File: src/rtl/aes_spi_master_gen.sv
`default_nettype none
// ============================================================================
// Module   : aes_spi_master_gen
// Brief    : Mode-0 SPI master that ships {data_in,key} to an AES slave and
//            reads back the 128-bit result. Define AES_SPI_ABORT_EN for i_abort.
// Revision : 1.0
// ============================================================================
module aes_spi_master_gen #(
  parameter int NK        = 4,
  parameter int NUM_CS    = 2,
  parameter int CLK_DIV   = 1,
  parameter int WAIT_BITS = 0
) (
  input  logic                                          clk,
  input  logic                                          rst,
  input  logic                                          i_start,
  input  logic [((NUM_CS > 1) ? $clog2(NUM_CS) : 1)-1:0] i_ch_sel,
  input  logic [127:0]                                  i_data_in,
  input  logic [NK*32-1:0]                              i_key,
`ifdef AES_SPI_ABORT_EN
  input  logic                                          i_abort,
`endif
  output logic                                          o_busy,
  output logic                                          o_done,
  output logic                                          o_err,
  output logic [127:0]                                  o_data_out,
  output logic                                          o_sclk,
  output logic                                          o_mosi,
  input  logic                                          i_miso,
  output logic [NUM_CS-1:0]                             o_cs_n
);

  localparam int c_TX_BITS = 128 + NK*32;
  localparam int c_BITS_W  = $clog2(c_TX_BITS + 1);
  localparam int c_DIV_W   = (CLK_DIV > 1) ? $clog2(CLK_DIV) : 1;
  localparam int c_GAP_W   = (WAIT_BITS > 0) ? $clog2(2*WAIT_BITS) : 1;

  localparam logic [c_DIV_W-1:0]  c_DIV_LAST = c_DIV_W'(CLK_DIV - 1);
  localparam logic [c_BITS_W-1:0] c_TX_LAST  = c_BITS_W'(c_TX_BITS - 1);
  localparam logic [c_BITS_W-1:0] c_RX_LAST  = c_BITS_W'(127);
  localparam logic [c_GAP_W-1:0]  c_GAP_LAST = c_GAP_W'((WAIT_BITS > 0) ? 2*WAIT_BITS - 1 : 0);
  localparam logic [NUM_CS-1:0]   c_CS_ONE   = NUM_CS'(1);

  generate
    if (!(NK == 4 || NK == 6 || NK == 8)) begin : g_bad_nk
      $error("aes_spi_master_gen: NK must be 4, 6 or 8");
    end
    if (NUM_CS < 1 || CLK_DIV < 1 || WAIT_BITS < 0) begin : g_bad_cfg
      $error("aes_spi_master_gen: NUM_CS/CLK_DIV must be >= 1, WAIT_BITS >= 0");
    end
  endgenerate

  typedef enum logic [2:0] {
    S_IDLE   = 3'd0,
    S_SETUP  = 3'd1,
    S_TX     = 3'd2,
    S_GAP    = 3'd3,
    S_RX     = 3'd4,
    S_FINISH = 3'd5
  } state_t;

  state_t                r_state;
  logic [c_DIV_W-1:0]    r_div;
  logic [c_BITS_W-1:0]   r_bits;
  logic [c_GAP_W-1:0]    r_gap;
  logic [c_TX_BITS-1:0]  r_tx;
  logic [127:0]          r_rx;
  logic [127:0]          r_data_out;
  logic                  r_busy;
  logic                  r_done;
  logic                  r_err;
  logic                  r_sclk;
  logic                  r_mosi;
  logic [NUM_CS-1:0]     r_cs_n;

  logic w_tick;
  logic w_ch_ok;

  assign w_tick  = (r_div == c_DIV_LAST);
  assign w_ch_ok = (32'(i_ch_sel) < NUM_CS);

  always_ff @(posedge clk) begin
    if (!rst) begin
      r_state    <= S_IDLE;
      r_div      <= '0;
      r_bits     <= '0;
      r_gap      <= '0;
      r_tx       <= '0;
      r_rx       <= '0;
      r_data_out <= '0;
      r_busy     <= 1'b0;
      r_done     <= 1'b0;
      r_err      <= 1'b0;
      r_sclk     <= 1'b0;
      r_mosi     <= 1'b0;
      r_cs_n     <= '1;
    end
`ifdef AES_SPI_ABORT_EN
    else if (i_abort && (r_state != S_IDLE)) begin
      r_state <= S_IDLE;
      r_div   <= '0;
      r_bits  <= '0;
      r_gap   <= '0;
      r_busy  <= 1'b0;
      r_done  <= 1'b0;
      r_err   <= 1'b0;
      r_sclk  <= 1'b0;
      r_mosi  <= 1'b0;
      r_cs_n  <= '1;
    end
`endif
    else begin
      r_done <= 1'b0;
      r_err  <= 1'b0;
      // The divider free-runs through every timed phase; each wrap is one SCLK half-period.
      if (r_state == S_SETUP || r_state == S_TX || r_state == S_GAP || r_state == S_RX) begin
        r_div <= w_tick ? '0 : r_div + 1'b1;
      end
      case (r_state)
        S_IDLE: begin
          r_busy <= 1'b0;
          if (i_start) begin
            if (w_ch_ok) begin
              r_tx    <= {i_data_in[126:0], i_key, 1'b0};
              r_mosi  <= i_data_in[127];
              r_cs_n  <= ~(c_CS_ONE << i_ch_sel);
              r_busy  <= 1'b1;
              r_div   <= '0;
              r_bits  <= '0;
              r_gap   <= '0;
              r_state <= S_SETUP;
            end else begin
              r_err <= 1'b1;
            end
          end
        end
        S_SETUP: begin
          if (w_tick) r_state <= S_TX;
        end
        S_TX: begin
          if (w_tick) begin
            r_sclk <= ~r_sclk;
            if (r_sclk) begin
              if (r_bits == c_TX_LAST) begin
                r_mosi  <= 1'b0;
                r_bits  <= '0;
                r_state <= (WAIT_BITS == 0) ? S_RX : S_GAP;
              end else begin
                r_mosi <= r_tx[c_TX_BITS-1];
                r_tx   <= {r_tx[c_TX_BITS-2:0], 1'b0};
                r_bits <= r_bits + 1'b1;
              end
            end
          end
        end
        S_GAP: begin
          if (w_tick) begin
            if (r_gap == c_GAP_LAST) begin
              r_gap   <= '0;
              r_state <= S_RX;
            end else begin
              r_gap <= r_gap + 1'b1;
            end
          end
        end
        S_RX: begin
          if (w_tick) begin
            r_sclk <= ~r_sclk;
            if (!r_sclk) begin
              r_rx <= {r_rx[126:0], i_miso};
            end else if (r_bits == c_RX_LAST) begin
              r_bits  <= '0;
              r_state <= S_FINISH;
            end else begin
              r_bits <= r_bits + 1'b1;
            end
          end
        end
        S_FINISH: begin
          // busy stays up one more cycle; IDLE drops it unless a new start lands.
          r_cs_n     <= '1;
          r_data_out <= r_rx;
          r_done     <= 1'b1;
          r_state    <= S_IDLE;
        end
        default: r_state <= S_IDLE;
      endcase
    end
  end

  assign o_busy     = r_busy;
  assign o_done     = r_done;
  assign o_err      = r_err;
  assign o_data_out = r_data_out;
  assign o_sclk     = r_sclk;
  assign o_mosi     = r_mosi;
  assign o_cs_n     = r_cs_n;

endmodule
`default_nettype wire

File: config.mk
export PLATFORM = sky130hd
export DESIGN_NAME = aes_spi_master_gen
export DESIGN_NICKNAME = d
export VERILOG_FILES = /design/src/rtl/aes_spi_master_gen.sv
export SDC_FILE = /design/constraint.sdc
export NUM_CORES = 1
export LEC_CHECK = 0
export ABC_CLOCK_PERIOD_IN_PS = 2500
export CORE_ASPECT_RATIO = 2
export CORE_MARGIN = 10
export CORE_UTILIZATION = 52
export CTS_CLUSTER_SIZE = 10
export DETAILED_ROUTE_END_ITERATION = 8
export PLACE_DENSITY = 0.81
export REMOVE_ABC_BUFFERS = 1
export SYNTH_ARGS = -nofsm -noshare
export SYNTH_HDL_FRONTEND = slang
export SYNTH_SLANG_ARGS = --single-unit
File: constraint.sdc
create_clock -name clk -period 2.5 [get_ports clk]
set_input_delay 0.75 -clock clk [delete_from_list [all_inputs] [get_ports clk]]
set_output_delay 0.75 -clock clk [all_outputs]
set_load 0.005 [all_outputs]
==> flow_summary.rst <==
.. list-table::
   :header-rows: 1

   * - Metric
     - Value
   * - Inserted Clock Buffers
     - 59
   * - Nets@finish
     - between 3000 and 4000
   * - Synthesis-to-finish area growth
     - 32.17%
   * - Cell family contributing the most delay on the critical path
     - buffers and inverters
   * - Hold Fails Final Rpt
     - 0
   * - Buffers & Inverters on Critical Path
     - 1
   * - Buffer depth of the longest clock path
     - 3
   * - Synth Register Bits
     - 530
   * - Endpoint type of the worst setup path
     - output pin
   * - Proportion of synthesized chip area in sequential cells
     - 0.5126
   * - Post-synth ARST share
     - 0
   * - Drt pass-1 iters
     - 6
   * - Filler cells
     - a little over 3000
   * - Fraction of layout cells with a size suffix above 1
     - 0.07440
   * - Total vias in the final route
     - 19660
   * - Cell area reported after detailed placement
     - between 0.02 and 0.03 sq mm
   * - Post-route total power
     - approximately 24 mW
   * - Area share of the largest cell type after synthesis
     - 0.5126
   * - Detailed-placement wirelength estimate
     - 42.21 mm
   * - Pins over their slew limit
     - 0
   * - Most used standard cells in the synthesized netlist
     - sky130_fd_sc_hd__nand2_1, sky130_fd_sc_hd__dfxtp_1, sky130_fd_sc_hd__a21oi_1, sky130_fd_sc_hd__nor2_1, sky130_fd_sc_hd__a311oi_1
   * - Number of antenna violations at the first check in global routing
     - 3
   * - Number of placement rows
     - a little over 100
   * - Final worst path period need
     - 2.417 ns
   * - HP Start
     - o_data_out[107]
   * - Endpoint required time on the critical path
     - 1.75 ns
   * - Netlist area before placement
     - ~0.021 sq mm
   * - Pin count of the biggest net entering global routing
     - between 100 and 150
   * - Maximum capacitance violations
     - 0
   * - Count of warnings emitted by yosys
     - 0
   * - Sum of overflow across all layers after global routing
     - 0
   * - Clock tree from TritonCTS
     - built
   * - Clk_skew
     - about 0.012 ns
   * - Final setup fails
     - 0
   * - Standard cell with the maximum stage delay on the critical path
     - sky130_fd_sc_hd__clkdlybuf4s50_1
   * - Insertion delay of the later-clocked pin in the worst-skew pair
     - slightly below 0.6 ns
   * - Data arrival time of the critical path
     - approximately 1.7 ns
   * - Top FF cell, synth
     - sky130_fd_sc_hd__dfxtp_1
   * - Highest cell delay on the worst timing path
     - between 0.6 and 0.7 ns
   * - Maximum fanout along the worst path
     - 7
   * - Beginning of the critical path
     - o_sclk
   * - Area of the core
     - 0.03944 sq mm
   * - Cell Chain, Critical Path
     - clkdlybuf4s50_1
   * - Worst hold slack
     - between 0.4 and 0.5 ns
   * - Max Fclk
     - about 410 MHz
   * - Final cell utilization of the core
     - 0.6937
   * - Number of sinks handled by clock tree synthesis
     - 530
   * - Path class of the lowest-slack min-delay path
     - reg -> reg
   * - Floorplan die area
     - about 0.049 sq mm
   * - Starting DRC count in detailed routing
     - roughly 1400
   * - Rel. slew slack
     - 0.5947
   * - Origin of the critical flop-to-flop path
     - r_bits[0]
   * - Initial core utilization
     - 0.5248
   * - Die width
     - 161.1 microns
   * - I/O pin count
     - between 300 and 400
   * - Smallest setup slack after layout
     - 0.08282 ns
   * - Yosys cell types
     - between 40 and 50
   * - Final ANT Viol Nets
     - 0
   * - Via density per instance
     - 5.598
   * - H-tree depth
     - 2
   * - Instance count of the mapped netlist
     - about 2700
   * - Overall die height
     - 302.1 microns
   * - Average routed wire per standard cell
     - around 17 microns
   * - Global-route wire length before repair
     - approximately 94 mm
   * - Outcome
     - finished clean
   * - Power per unit of standard cell area
     - ~900 mW/mm^2
   * - Worst-path clk slew
     - ~0.060 ns
   * - Worst vdd rail ir drop
     - roughly 0.72 mV
   * - DRC violations left
     - 0
   * - Post-route design area
     - 0.02736 sq mm
   * - Dominant cell by count in the synthesized netlist
     - sky130_fd_sc_hd__nand2_1
   * - Global routing usage summed across all routing layers
     - 0.2294
   * - Leakage power figure
     - 9.744 nW
   * - Last weighted congestion value of the routability-driven placer
     - 0.8718
   * - Root buf cell
     - sky130_fd_sc_hd__clkbuf_16
   * - Syn avg cell area
     - just under 8 sq um
   * - Drt total wl
     - ~60 mm
   * - Startpoint Class
     - register
   * - Via count of the first global-routing pass
     - between 15000 and 20000
   * - Port Buf Inserts
     - 394
   * - Final worst path period share
     - 0.9669
   * - CP Class
     - reg -> out
   * - Tightest Pin Transition
     - around 0.6 ns
   * - Pre-CTS setup slack
     - -0.1730 ns
   * - Top post-synthesis cells by area
     - sky130_fd_sc_hd__dfxtp_1, sky130_fd_sc_hd__nand2_1, sky130_fd_sc_hd__a311oi_1, sky130_fd_sc_hd__a21oi_1, sky130_fd_sc_hd__nor2_1
   * - Yosys top cell by area
     - sky130_fd_sc_hd__dfxtp_1
   * - Number of enable flip-flop cells after synthesis
     - 0
==> sequential cells by signal (all words and copies together), names as in the netlist, 2 cells and up <==
signal,count
o_cs_n,2
r_state,3
r_rx,128
r_tx,255
r_bits,9
o_data_out,128
==> final cells by class <==
type	count	area, sq um	area share
Sequential cell	530	10610	0.3880
Clock inverter	4	63.81	0.002333
Tap cell	525	656.9	0.02401
Multi-Input combinational cell	1882	9200	0.3363
Clock buffer	61	1505	0.05502
Timing Repair Buffer	500	5275	0.1928
Inverter	7	33.78	0.001235
Antenna cell	3	7.507	0.0002744
==> placed cells by master, fill, tap and decap left out, types with 5 or more instances in the layout <==
cell type and count:
sky130_fd_sc_hd__nand2_1 1033, sky130_fd_sc_hd__dfxtp_1 528, sky130_fd_sc_hd__clkdlybuf4s50_1 394, sky130_fd_sc_hd__a21oi_1 265
sky130_fd_sc_hd__nor2_1 262, sky130_fd_sc_hd__a311oi_1 218, sky130_fd_sc_hd__clkbuf_16 64, sky130_fd_sc_hd__buf_4 62
sky130_fd_sc_hd__a311oi_2 38, sky130_fd_sc_hd__buf_12 26, sky130_fd_sc_hd__nand3_1 7, sky130_fd_sc_hd__o21ai_0 7
sky130_fd_sc_hd__inv_1 6, sky130_fd_sc_hd__buf_8 6, sky130_fd_sc_hd__or3_1 5
==> power by group <==
| group | internal, mW | leakage (nW) | switching [mW] |
|---|---|---|---|
| clock network | 4.22 | 0.770 | 3.19 |
| registers | 9.75 | 4.33 | 0.783 |
| logic | 2.81 | 4.64 | 3.68 |
==> worst reg2reg max path: stages (launching register included) <==
cell	delay, ns
sky130_fd_sc_hd__dfxtp_2	0.34
sky130_fd_sc_hd__ha_1	0.21
sky130_fd_sc_hd__nand3_1	0.12
sky130_fd_sc_hd__nor2_1	0.06
sky130_fd_sc_hd__nand2_1	0.09
sky130_fd_sc_hd__inv_1	0.05
sky130_fd_sc_hd__ha_2	0.19
sky130_fd_sc_hd__a221oi_4	0.29
sky130_fd_sc_hd__buf_6	0.16
sky130_fd_sc_hd__buf_12	0.13
sky130_fd_sc_hd__buf_12	0.13
sky130_fd_sc_hd__buf_16	0.16
sky130_fd_sc_hd__nor2_1	0.09
sky130_fd_sc_hd__a311oi_2	0.29
==> what timing repair did <==
action,in CTS,in global routing
setup buffers,0,9
setup endpoints to repair,0,168
hold buffers,0,0
gates resized for setup,0,52
==> metrics by stage <==
step,setup TNS (ns),instances
after global routing,-0.1508,3512
after detailed placement,-23.14,3430
after CTS,0,3495
after global placement,-10.24,3430
after floorplan,-5874.87,2419
final,0,3512
==> metal layers <==
| metal | up-vias | GRT usage | share of wire |
|---|---|---|---|
| li1 | 9549 | - | - |
| met1 | 9228 | 0.2456 | 0.37 |
| met2 | 723 | 0.4162 | 0.52 |
| met3 | 159 | 0.04792 | 0.061 |
| met4 | 0 | 0.1159 | 0.047 |
| met5 | - | 0 | 0 |
==> cell families (layout without fill, tap and decap cells) <==
group                      after synthesis  in the layout  synth area share
AOI/OAI and AO/OA                      541            541            0.1859
DFF                                    530            530            0.5126
muxes                                    3              3          0.001451
other                                    1              4         0.0001812
and+or+nand+nor                       1331           1331            0.2463
xor gates and xnor gates                 3              3          0.001270
buffers and inverters                  240            572           0.05048
adders and majority gates                3              3          0.001814
==> worst paths after layout <==
path	cells after the start	end	slack [ns]
hold reg to reg	2	o_data_out[107]	0.45
hold / removal	2	o_data_out[107]	0.45
setup reg to reg	13	r_tx[121]	0.09
setup / recovery	1	o_sclk	0.08
No activity file was read; power rests on OpenSTA's default activity.
